$ cat src/rtl/rice_block_decoder.sv
// Serial Rice split-sample block decoder: one compressed bit per cycle in,
// one block of up to JMAX 10-bit residuals plus reference sample out.
module rice_block_decoder #(
  parameter int N    = 10,
  parameter int JMAX = 32
) (
  input  logic              clk,
  input  logic              reset,
  input  logic              bit_in,
  input  logic              bit_valid,
  output logic              bit_ready,
  input  logic [5:0]        j,
  input  logic              ref_en,
  output logic [N*JMAX-1:0] symbol,
  output logic [N-1:0]      xref,
  output logic              blk_valid,
  input  logic              blk_ready,
  output logic              err
);

  localparam int SW = N * JMAX;

  typedef enum logic [2:0] {
    S_ID, S_REF, S_FS, S_SPLIT, S_RAW, S_OUT, S_ERR
  } state_t;

  state_t         r_state;
  state_t         w_next;
  logic           r_bit_ready;
  logic [3:0]     r_cnt;
  logic [N-1:0]   r_run;
  logic [N-2:0]   r_shift;
  logic [3:0]     r_k;
  logic           r_raw;
  logic [5:0]     r_j;
  logic [4:0]     r_idx;
  logic [SW-1:0]  r_symbol;
  logic [N-1:0]   r_xref;

  logic           w_fire;
  logic [N-1:0]   w_shift;
  logic [3:0]     w_id;
  logic           w_last;
  logic [N-1:0]   w_lim;
  logic           w_store;
  logic           w_field_done;
  logic [N-1:0]   w_value;

  assign w_fire  = bit_valid & r_bit_ready;
  assign w_shift = {r_shift, bit_in};
  assign w_id    = w_shift[3:0];
  assign w_last  = ({1'b0, r_idx} == r_j - 6'd1);
  assign w_lim   = {N{1'b1}} >> r_k;

  always_comb begin
    // NOTE: every output of this block gets a default first so no path can infer a latch.
    w_next       = r_state;
    w_store      = 1'b0;
    w_field_done = 1'b0;
    w_value      = '0;
    case (r_state)
      S_ID: if (w_fire && r_cnt == 4'd3) begin
        w_field_done = 1'b1;
        if ((w_id > 4'd8 && w_id != 4'hF) || j == 6'd0 || j > 6'd32) w_next = S_ERR;
        else if (ref_en)                                               w_next = S_REF;
        else if (w_id == 4'hF)                                         w_next = S_RAW;
        else                                                           w_next = S_FS;
      end
      S_REF: if (w_fire && r_cnt == 4'd9) begin
        w_field_done = 1'b1;
        w_next       = r_raw ? S_RAW : S_FS;
      end
      S_FS: if (w_fire) begin
        if (!bit_in) begin
          // Zero run about to exceed what still fits in N bits once shifted by k.
          if (r_run >= w_lim) w_next = S_ERR;
        end else if (r_k == 4'd0) begin
          w_store = 1'b1;
          w_value = r_run;
          w_next  = w_last ? S_OUT : S_FS;
        end else begin
          w_field_done = 1'b1;
          w_next       = S_SPLIT;
        end
      end
      S_SPLIT: if (w_fire && r_cnt == r_k - 4'd1) begin
        w_store = 1'b1;
        w_value = (r_run << r_k) | w_shift;
        w_next  = w_last ? S_OUT : S_FS;
      end
      S_RAW: if (w_fire && r_cnt == 4'd9) begin
        w_store = 1'b1;
        w_value = w_shift;
        w_next  = w_last ? S_OUT : S_RAW;
      end
      S_OUT:   if (blk_ready) w_next = S_ID;
      S_ERR:   w_next = S_ERR;
      default: w_next = S_ERR;
    endcase
  end

  always_ff @(posedge clk) begin
    if (reset) begin
      // NOTE: the wide symbol register is reset because downstream may sample it as all-zero after reset.
      r_state     <= S_ID;
      r_bit_ready <= 1'b0;
      r_cnt       <= '0;
      r_run       <= '0;
      r_shift     <= '0;
      r_k         <= '0;
      r_raw       <= 1'b0;
      r_j         <= '0;
      r_idx       <= '0;
      r_symbol    <= '0;
      r_xref      <= '0;
    end else begin
      // NOTE: non-blocking throughout, so later assignments below override earlier ones cleanly.
      r_state     <= w_next;
      r_bit_ready <= (w_next inside {S_ID, S_REF, S_FS, S_SPLIT, S_RAW});
      if (w_fire) begin
        r_shift <= w_shift[N-2:0];
        r_cnt   <= r_cnt + 4'd1;
      end
      if (r_state == S_FS && w_fire && !bit_in) r_run <= r_run + 1'b1;
      if (w_field_done || w_store) begin
        r_shift <= '0;
        r_cnt   <= '0;
      end
      if (w_store) begin
        r_symbol[SW - 1 - N * int'(r_idx) -: N] <= w_value;
        r_idx <= r_idx + 5'd1;
        r_run <= '0;
      end
      if (r_state == S_ID && w_field_done) begin
        r_j      <= j;
        r_k      <= w_id;
        r_raw    <= (w_id == 4'hF);
        r_symbol <= '0;
        r_idx    <= '0;
        r_run    <= '0;
      end
      if (r_state == S_REF && w_field_done) r_xref <= w_shift;
    end
  end

  assign bit_ready = r_bit_ready;
  assign blk_valid = (r_state == S_OUT);
  assign err       = (r_state == S_ERR);
  assign symbol    = r_symbol;
  assign xref      = r_xref;

endmodule
$ cat config.mk
export PLATFORM = sky130hd
export DESIGN_NAME = rice_block_decoder
export DESIGN_NICKNAME = d
export VERILOG_FILES = /design/src/rtl/rice_block_decoder.sv
export SDC_FILE = /design/constraint.sdc
export NUM_CORES = 1
export LEC_CHECK = 0
export BUFFER_PORTS_ARGS = -buffer_cell sky130_fd_sc_hd__buf_4
export CORE_MARGIN = 3
export CORE_UTILIZATION = 30
export DETAILED_ROUTE_END_ITERATION = 8
export GPL_ROUTABILITY_DRIVEN = 1
export PLACE_DENSITY = 0.55
export SLEW_MARGIN = 10
export SYNTH_ARGS = -nofsm -noshare
export SYNTH_HDL_FRONTEND = slang
export SYNTH_SLANG_ARGS = --single-unit
$ cat constraint.sdc
create_clock -name clk -period 7.8 [get_ports clk]
set_clock_uncertainty 0.2 [all_clocks]
set_input_delay 0.39 -clock clk [delete_from_list [all_inputs] [get_ports clk]]
set_output_delay 0.39 -clock clk [all_outputs]
set_load 0.05 [all_outputs]
==> results_dict.tcl, run 1 <==
set metrics [dict create \
    outcome "finished, final reports clean" \
    ys_seq_elements 373 \
    grt_max_degree 215 \
    crit_chain "ha_1 -> ha_1 -> inv_1 -> fa_1 -> xnor2_2 -> buf_4 -> clkinv_1 -> ha_1 -> xor2_1 -> o311ai_1 -> nor2_1 -> nand2_1 -> nor2_1 -> mux2i_1 -> nor2_1" \
    rsz0062_at_grt "no" \
    min_path_cells 7 \
    slew_headroom_pct 15.3 \
    cap_viol_max_count 0 \
    hpwlAfterDp_um 52000 \
    min_path_type "in2reg" \
    synth_area_leaders "dfxtp_1 (44%), o21ai_0 (6.8%), a21oi_1 (5.9%)" \
    cp_max_fo 18 \
    core_region_area_um2 55300 \
    slowest_stage "nor2_1" \
    synthMuxAreaShare_pct 3.89 \
    antenna_found_initial 0 \
    hp-start "blk_ready" \
    synth_top_area_share_pct 44.4 \
    grt_pass1_vias 16051 \
    nNetsFinal 2409 \
    synthesis.area_um2 16800 \
    startpoint_type "register" \
    dieArea_um2 58900 \
    syn_inst 2072 \
    synth_warnings 0 \
    drive_above_1_share_pct 21.0 \
    path_buf_inv 3 \
    drc_errors 0 \
    clock_path_buffers 3 \
    finalSetupViolations 0 \
    max_stage_delay_ps 1010 \
    first_iter_violations 1258 \
    grt_util_all_layers_pct 22.9 \
    p_total_uw 4130 \
    required_ps 8070 \
    clkTransAtPathRegs_ps 60 \
    fillers 5691 \
    pin_count 345 \
    power_density_nw_per_um2 190 \
    drt-pass1-iter-count 5 \
    rr_worst_depth 15 \
    r2r_end "symbol[53]$_SDFFE_PP0P_" \
    viasPerCell 5.39 \
    postLayoutSetupSlackWorst_ps 1610 \
    multi_input_area_um2 8730 \
    hold_viol 0 \
    min_period_over_period_pct 79.3 \
    peakVddDrop_mv 0.171 \
    synth_compound_area_share_pct 22.5 \
    synth_flop_cell "dfxtp_1" \
    whs_endpoint "r_state[2]$_SDFF_PP0_" \
    arrival_ps 6450 \
    cts_tree "yes" \
    final_util_pct 39.2 \
    leakage_uw 0.00825 \
    clk_latency_ps 600 \
    reg2reg_from "r_idx[0]$_SDFFE_PP0P_" \
    synth_top_family_by_area "compound AO/OA/AOI/OAI gates" \
    routedWlPerCell_um 22.5 \
    synth_edf_count 0 \
    post-route-min-period_ps 6190 \
    ys_seq_area_share_pct 44.4 \
    clock-root-buffer "clkbuf_16" \
    stdcell_count 3148 \
    die_h_um 243 \
    fmax_mhz 162 \
    cts_setup_buffers 0 \
    cts_buffers 44 \
    async_reset_ff_share_pct 0 \
    dpl.cell_count 3054 \
    register_area_um2 7470 \
    r2r_slack_ps 1610 \
    rows 86 \
    synth_top_cell_by_area "dfxtp_1" \
    grt_overflow 0 \
    cp_top_family "simple AND/OR/NAND/NOR gates" \
    dp_slack_ps 1650 \
    worst-setup-path-type "reg2reg" \
    syn-num-nets 2113 \
    wirelength_um 70800 \
    yosysMostFrequentCell "dfxtp_1" \
    yosys.area_share.adder_pct 2.20 \
    syn2layout_area_growth_pct 28.8 \
    port_buffers 344 \
    worst_slew_pin_slew_ps 1270 \
    antenna_left 0 \
    place_congestion 0.918 \
    cts.sinks 373 \
    start_util_pct 30.4 \
    synth.avg_cell_area_um2 8.11 \
    vias 16963 \
    drv_slew 0 \
    synth-simple-area-share_pct 21.5 \
    diodes 0 \
    fin_tns_setup_ps 0 \
    crit_path_end_kind "register" \
    synthXorXnorAreaFrac_pct 1.72 \
    grt_pass1_wl_um 104000 \
    synth_cell_types 93 \
    htreeDepth 2 \
    crit_path_start "r_idx[0]$_SDFFE_PP0P_" \
    die_w_um 243 \
    ys_top_cells_by_count "dfxtp_1 (373), nand2_1 (261), o21ai_0 (230), a21oi_1 (197), nor2_1 (196)" \
]
-- worst min-delay path, delay by kind of cell --
kind                   cells  cell delay, ps
AO/OA/AOI/OAI              2             200
AND/OR/NAND/NOR            3             180
buffers and inverters      2             160
-- placed cells by master (no fill, tap or decap), types with 6 or more instances in the layout --
| master | instances |
|---|---|
| a21o_1 | 10 |
| o211ai_1 | 9 |
| clkinv_2 | 6 |
| a21oi_1 | 197 |
| buf_4 | 366 |
| nand4_1 | 12 |
| nor2b_1 | 8 |
| a22oi_1 | 21 |
| or3_1 | 12 |
| ha_1 | 28 |
| clkbuf_8 | 8 |
| nand3_1 | 161 |
| clkbuf_16 | 44 |
| a211oi_1 | 24 |
| o41ai_1 | 6 |
| nor2_1 | 195 |
| clkbuf_1 | 7 |
| a311oi_1 | 13 |
| mux2i_1 | 53 |
| xnor2_1 | 12 |
| o31ai_1 | 10 |
| inv_1 | 21 |
| o21ai_1 | 17 |
| dlygate4sd3_1 | 16 |
| nand2_1 | 261 |
| a31oi_1 | 37 |
| and2_1 | 14 |
| o21ai_0 | 228 |
| xor2_1 | 20 |
| nor3_1 | 51 |
| nor2_2 | 9 |
| or2_2 | 6 |
| dfxtp_1 | 373 |
| nand2b_1 | 10 |
| and3_1 | 16 |
-- metal layers --
metal  routed length [um]  global-route usage (%)
met1                30200                    29.9
met2                32600                    37.2
met3                 5260                    4.98
met4                 2650                    8.31
met5                    0                       0
-- through the flow --
stage | hold slack (ps) | cell area [um^2]
after CTS | 122 | 21700
after global routing | 211 | 21700
after global placement | 244 | 20000
after floorplan | 244 | 16800
final | 158 | 21700
after detailed placement | 248 | 20000
-- state kept, by name, indices dropped and copies added, names as in the netlist, 3 cells and up --
| signal | cells |
|---|---|
| r_run | 10 |
| r_state | 3 |
| r_j | 6 |
| symbol | 320 |
| r_k | 4 |
| r_idx | 5 |
| r_cnt | 4 |
| r_shift | 9 |
| xref | 10 |
-- logic make-up after synthesis --
logic type / after synthesis
buffers and inverters: 157
adders and majority gates: 29
DFF: 373
muxes: 60
and+or+nand+nor: 787
AOI/OAI and AO/OA: 633
xor gates and xnor gates: 33
-- area by class of cell --
cell class | instances | share of cell area (%)
multi-input cells | 1542 | 40.3
repair buffers | 383 | 13.5
clock inverters | 19 | 1.22
inverters | 24 | 0.416
flip-flops and latches | 373 | 34.5
well taps | 748 | 4.32
clock buffers | 59 | 5.71
-- how the worst max path moves through the flow --
stage / end / cells past startpoint
final: symbol[53]$_SDFFE_PP0P_ / 15
after global routing: symbol[36]$_SDFFE_PP0P_ / 15
after CTS: symbol[53]$_SDFFE_PP0P_ / 15
after detailed placement: symbol[53]$_SDFFE_PP0P_ / 15
after global placement: symbol[53]$_SDFFE_PP0P_ / 15
after floorplan: symbol[269]$_SDFFE_PP0P_ / 16
-- power breakdown --
part	leakage, uW	internal [uW]	switching, uW
registers	0.00300	1910	3.36
logic	0.00452	17.2	47.6
clock network	0.000730	1260	891
-- repair_timing --
item / in CTS / in global routing
endpoints found under the hold margin: 25 / 0
gates resized for setup: 0 / 0
endpoints found under the setup margin: 0 / 0
hold buffers: 16 / 0
Note: power is estimated with default switching activity, not from simulation.
==> run 2, diff against run 1 <==
--- a/config.mk
+++ b/config.mk
@@ -10,7 +10,7 @@
 export CORE_UTILIZATION = 30
 export DETAILED_ROUTE_END_ITERATION = 8
 export GPL_ROUTABILITY_DRIVEN = 1
-export PLACE_DENSITY = 0.55
+export PLACE_DENSITY = 0.57
 export SLEW_MARGIN = 10
 export SYNTH_ARGS = -nofsm -noshare
 export SYNTH_HDL_FRONTEND = slang
==> constraint.sdc (replaced) <==
create_clock -name clk -period 5.36 [get_ports clk]
set_clock_uncertainty 0.2 [all_clocks]
set_input_delay 0.268 -clock clk [delete_from_list [all_inputs] [get_ports clk]]
set_output_delay 0.268 -clock clk [all_outputs]
set_load 0.05 [all_outputs]
==> run 2 against run 1 <==
Net effect:
- critical path depth decreased by 1
- sequential cell count unchanged
- sequential share of layout area decreased by 0.30 points
- largest cell class unchanged
==> results_dict.tcl, run 2 (synthesized netlist as in run 1, its figures left out) <==
set metrics [dict create \
    min_path_type "in2reg" \
    cp_max_fo 28 \
    cap_viol_max_count 0 \
    syn2layout_area_growth_pct 30.0 \
    antenna_found_initial 0 \
    min_period_over_period_pct 91.8 \
    grt_pass1_wl_um 106000 \
    leakage_uw 0.00840 \
    dpl.cell_count 3091 \
    wirelength_um 71400 \
    crit_chain "ha_1 -> ha_1 -> inv_1 -> fa_1 -> xnor2_2 -> buf_4 -> a22oi_1 -> o21ai_1 -> nor2_1 -> nand2_1 -> o221ai_2 -> mux2i_1 -> buf_4 -> a311oi_1" \
    drt-pass1-iter-count 5 \
    rsz0062_at_grt "no" \
    worst_slew_pin_slew_ps 1080 \
    routedWlPerCell_um 22.4 \
    multi_input_area_um2 8720 \
    slowest_stage "o221ai_2" \
    stdcell_count 3185 \
    dieArea_um2 58900 \
    power_density_nw_per_um2 269 \
    crit_path_end_kind "register" \
    die_h_um 243 \
    nNetsFinal 2446 \
    viasPerCell 5.37 \
    peakVddDrop_mv 0.208 \
    p_total_uw 5870 \
    grt_util_all_layers_pct 23.2 \
    vias 17113 \
    cts_buffers 44 \
    startpoint_type "register" \
    required_ps 5630 \
    cts_tree "yes" \
    fin_tns_setup_ps 0 \
    drive_above_1_share_pct 21.9 \
    clk_latency_ps 590 \
    grt_pass1_vias 16259 \
    final_common_cell "buf_4" \
    finalSetupViolations 0 \
    grt_overflow 0 \
    post-route-min-period_ps 4920 \
    grt_max_degree 219 \
    diodes 0 \
    cts.sinks 373 \
    rows 86 \
    fmax_mhz 203 \
    holdWs_ps 68.8 \
    die_w_um 243 \
    outcome "finished, final reports clean" \
    register_area_um2 7470 \
    drv_slew 0 \
    arrival_ps 5190 \
    place_congestion 0.918 \
    clock_path_buffers 3 \
    slew_headroom_pct 28.1 \
    htreeDepth 2 \
    hold_viol 0 \
    port_buffers 344 \
    clkTransAtPathRegs_ps 60 \
    r2r_slack_ps 440 \
    cts_setup_buffers 0 \
    worst-setup-path-type "reg2reg" \
    max_stage_delay_ps 650 \
    final_cell_mix "buf_4 (403), dfxtp_1 (373), nand2_1 (261)" \
    fillers 5651 \
    pin_count 345 \
    clock-root-buffer "clkbuf_16" \
    start_util_pct 30.4 \
    core_region_area_um2 55300 \
    antenna_left 0 \
    first_iter_violations 1613 \
    hpwlAfterDp_um 53200 \
    drc_errors 0 \
    largest_reg_flops 320 \
]
[run 2: area by class of cell]
cell class | count | area share (%)
repair buffers | 420 | 14.7
inverters | 24 | 0.412
clock buffers | 62 | 5.58
well taps | 748 | 4.28
multi-input cells | 1542 | 39.9
flip-flops and latches | 373 | 34.2
clock inverters | 16 | 0.934
[run 2: timing repair]
| action | CTS | global route |
|---|---|---|
| endpoints found under the setup margin | 0 | 0 |
| hold buffers | 16 | 0 |
| hold endpoints to repair | 26 | 0 |
| resized for setup | 0 | 0 |
[run 2: power breakdown]
group,internal [uW],total (uW),leakage [uW],switching (uW)
clock,1740,2990,0.000689,1250
combinational,25.2,95.8,0.00471,70.6
sequential,2770,2780,0.00300,4.49
[run 2: worst max-delay path: cells and delay by family (launching register included)]
family          cells  cell delay [ps]
xor+xnor            1              170
mux                 1              240
flops               1              480
compound gates      4             1440
buf+inv             3              590
fa+ha+maj           3              880
simple gates        2              810
[run 2: metrics by stage]
step / util, % / worst slack (ps) / area (um^2)
final: 39.5 / 440 / 21800
after global routing: 39.5 / 216 / 21800
after CTS: 39.5 / 561 / 21800
after detailed placement: 36.6 / 583 / 20300
after global placement: 36.6 / 683 / 20300
after floorplan: - / 1350 / 16800
[run 2: final timing paths]
path | start | endpoint | depth (start not counted)
min | blk_ready | r_state[2]$_SDFF_PP0_ | 7
max reg2reg | r_idx[2]$_SDFFE_PP0P_ | symbol[18]$_SDFFE_PP0P_ | 14
min reg2reg | symbol[183]$_SDFFE_PP0P_ | symbol[183]$_SDFFE_PP0P_ | 2
max | r_idx[2]$_SDFFE_PP0P_ | symbol[18]$_SDFFE_PP0P_ | 14
[run 2: per-layer routing]
metal	up-vias	global-route usage [%]	share of wire [%]
li1	8088	-	-
met1	8198	31.0	44
met2	692	37.3	46
met3	135	5.14	7.6
met4	0	7.45	3.2
met5	-	0	0
==> run 3, diff against run 2 <==
--- a/config.mk
+++ b/config.mk
@@ -6,6 +6,7 @@
 export NUM_CORES = 1
 export LEC_CHECK = 0
 export BUFFER_PORTS_ARGS = -buffer_cell sky130_fd_sc_hd__buf_4
+export CORE_ASPECT_RATIO = 0.9
 export CORE_MARGIN = 3
 export CORE_UTILIZATION = 30
 export DETAILED_ROUTE_END_ITERATION = 8
==> run 3 against run 2 <==
Net effect:
- first-iteration DRC count is 2.7% higher
- fmax is 2.4% lower
- final area is 0.72% lower
- largest cell class unchanged
==> results_dict.tcl, run 3 (synthesized netlist as in run 1, its figures left out) <==
set metrics [dict create \
    outcome "finished, final reports clean" \
    clk_latency_ps 570 \
    syn2layout_area_growth_pct 29.0 \
    seqPwrFrac_pct 48.1 \
    core_region_area_um2 54800 \
    startpoint_type "register" \
    path_buf_inv 2 \
    arrival_ps 5330 \
    dr.max_layer_used "met4" \
    power.switching_uw 1280 \
    cap_viol_max_count 0 \
    cp_top_family "compound AO/OA/AOI/OAI gates" \
    largest_reg_flops 320 \
    slowest_stage "o221ai_2" \
    p_int_uw 4500 \
    routedWlPerCell_um 22.5 \
    antenna_left 0 \
    final_cell_mix "buf_4 (394), dfxtp_1 (373), nand2_1 (261)" \
    cpMostUsedCell "ha_1" \
    rsz0062_at_grt "no" \
    diodes 0 \
    finalSetupViolations 0 \
    start_util_pct 30.7 \
    dr_wl_met2_um 30200 \
    worst_slew_pin_slew_ps 1010 \
    reg2reg_from "r_idx[2]$_SDFFE_PP0P_" \
    cts_tree "yes" \
    peakVddDrop_mv 0.191 \
    cts_setup_buffers 0 \
    cts.sinks 373 \
    grt_max_degree 110 \
    dpl_cell_area_um2 20200 \
    wirelength_um 71100 \
    rr_worst_depth 13 \
    dr_wl_met3_um 7910 \
    crit_chain "ha_1 -> ha_1 -> inv_1 -> fa_1 -> xnor2_2 -> buf_4 -> a22oi_1 -> o21ai_1 -> nor2_1 -> nand2_1 -> o221ai_2 -> o211ai_1 -> o31ai_1" \
    cts_hold_buf 15 \
    vias 17170 \
    leakage_uw 0.00832 \
    drv_slew 0 \
    stdcell_area_um2 21700 \
    final_common_cell "buf_4" \
    rows 81 \
    crit_path_end_kind "register" \
    crit_path_start "r_idx[2]$_SDFFE_PP0P_" \
    min_path_cells 7 \
    first_iter_violations 1657 \
    swShare_pct 22.1 \
    max_stage_delay_ps 700 \
    fillers 5545 \
    hpwlAfterDp_um 53100 \
    slew_headroom_pct 32.2 \
    pin_count 345 \
    place_congestion 0.917 \
    grt_pass1_wl_um 105000 \
    r2r_slack_ps 320 \
    grt_util_all_layers_pct 23.0 \
    port_buffers 344 \
    p_comb_share_pct 1.6 \
    min_period_over_period_pct 94.1 \
    power_density_nw_per_um2 266 \
    post-route-min-period_ps 5040 \
    drt-pass1-iter-count 5 \
    cts_buffers 43 \
    nNetsFinal 2434 \
    dieArea_um2 58900 \
    worst-setup-path-type "reg2reg" \
    r2r_end "symbol[247]$_SDFFE_PP0P_" \
    die_h_um 231 \
    drc_errors 0 \
    cts_resized 0 \
    clock-root-buffer "clkbuf_16" \
    drive_above_1_share_pct 21.4 \
    whs_endpoint "r_state[2]$_SDFF_PP0_" \
    antenna_found_initial 2 \
    register_area_um2 7470 \
    clock_path_buffers 3 \
    multi_input_area_um2 8720 \
    hp-start "blk_ready" \
    grt_pass1_vias 16417 \
    viasPerCell 5.42 \
    min_path_type "in2reg" \
    cp_max_fo 28 \
    grt_overflow 0 \
    hold_viol 0 \
    wl_met1_um 30800 \
    htreeDepth 2 \
    p_clk_share_pct 50.2 \
    fin_tns_setup_ps 0 \
    die_w_um 256 \
    required_ps 5640 \
    clkTransAtPathRegs_ps 60 \
    fmax_mhz 198 \
]
==> run 3: cell type report <==
cell class	count	share of cell area [%]
Clock buffer	62	5.71
Clock inverter	10	0.594
Inverter	24	0.415
Multi-Input combinational cell	1542	40.2
Sequential cell	373	34.4
Tap cell	747	4.31
Timing Repair Buffer	409	14.3
==> run 3: power by group through the flow <==
stage | clock network, uW | logic (uW) | registers (uW)
final | 2900 | 94.9 | 2780
after floorplan | 0 | 60.5 | 2840
after global placement | 0 | 86.4 | 2840
after detailed placement | 0 | 88.0 | 2840
after global routing | 3050 | 103 | 2780
after CTS | 2950 | 93.5 | 2780
==> run 3: worst max-delay path by stage <==
stage | cells past startpoint | to | slack [ps]
floorplan | 16 | symbol[269]$_SDFFE_PP0P_ | 1350
global placement | 13 | symbol[247]$_SDFFE_PP0P_ | 630
finish | 13 | symbol[247]$_SDFFE_PP0P_ | 320
global route | 13 | symbol[247]$_SDFFE_PP0P_ | 160
CTS | 13 | symbol[247]$_SDFFE_PP0P_ | 530
detailed placement | 13 | symbol[247]$_SDFFE_PP0P_ | 560
==> run 3: worst register-to-register path, stage by stage, from the launching register on <==
cell and delay (ps):
dfxtp_1 490, ha_1 220, ha_1 170, inv_1 70
fa_1 500, xnor2_2 170, buf_4 260, a22oi_1 330
o21ai_1 150, nor2_1 580, nand2_1 310, o221ai_2 700
o211ai_1 460, o31ai_1 350
==> run 3: metal layers <==
layer | GRT usage, % | up-vias
met2 | 34.4 | 781
met3 | 8.49 | 124
met1 | 30.6 | 8210
met4 | 7.75 | 0
li1 | - | 8055
met5 | 0 | -
==> run 3: stage by stage <==
step	utilization [%]	cells	total power, uW	hold WS (ps)	worst slack, ps
global route	39.6	3167	5930	124	165
global placement	36.8	3080	2930	245	634
finish	39.6	3167	5780	65.6	318
floorplan	-	2072	2900	208	1350
detailed placement	36.8	3080	2930	246	561
CTS	39.6	3167	5820	48.0	529
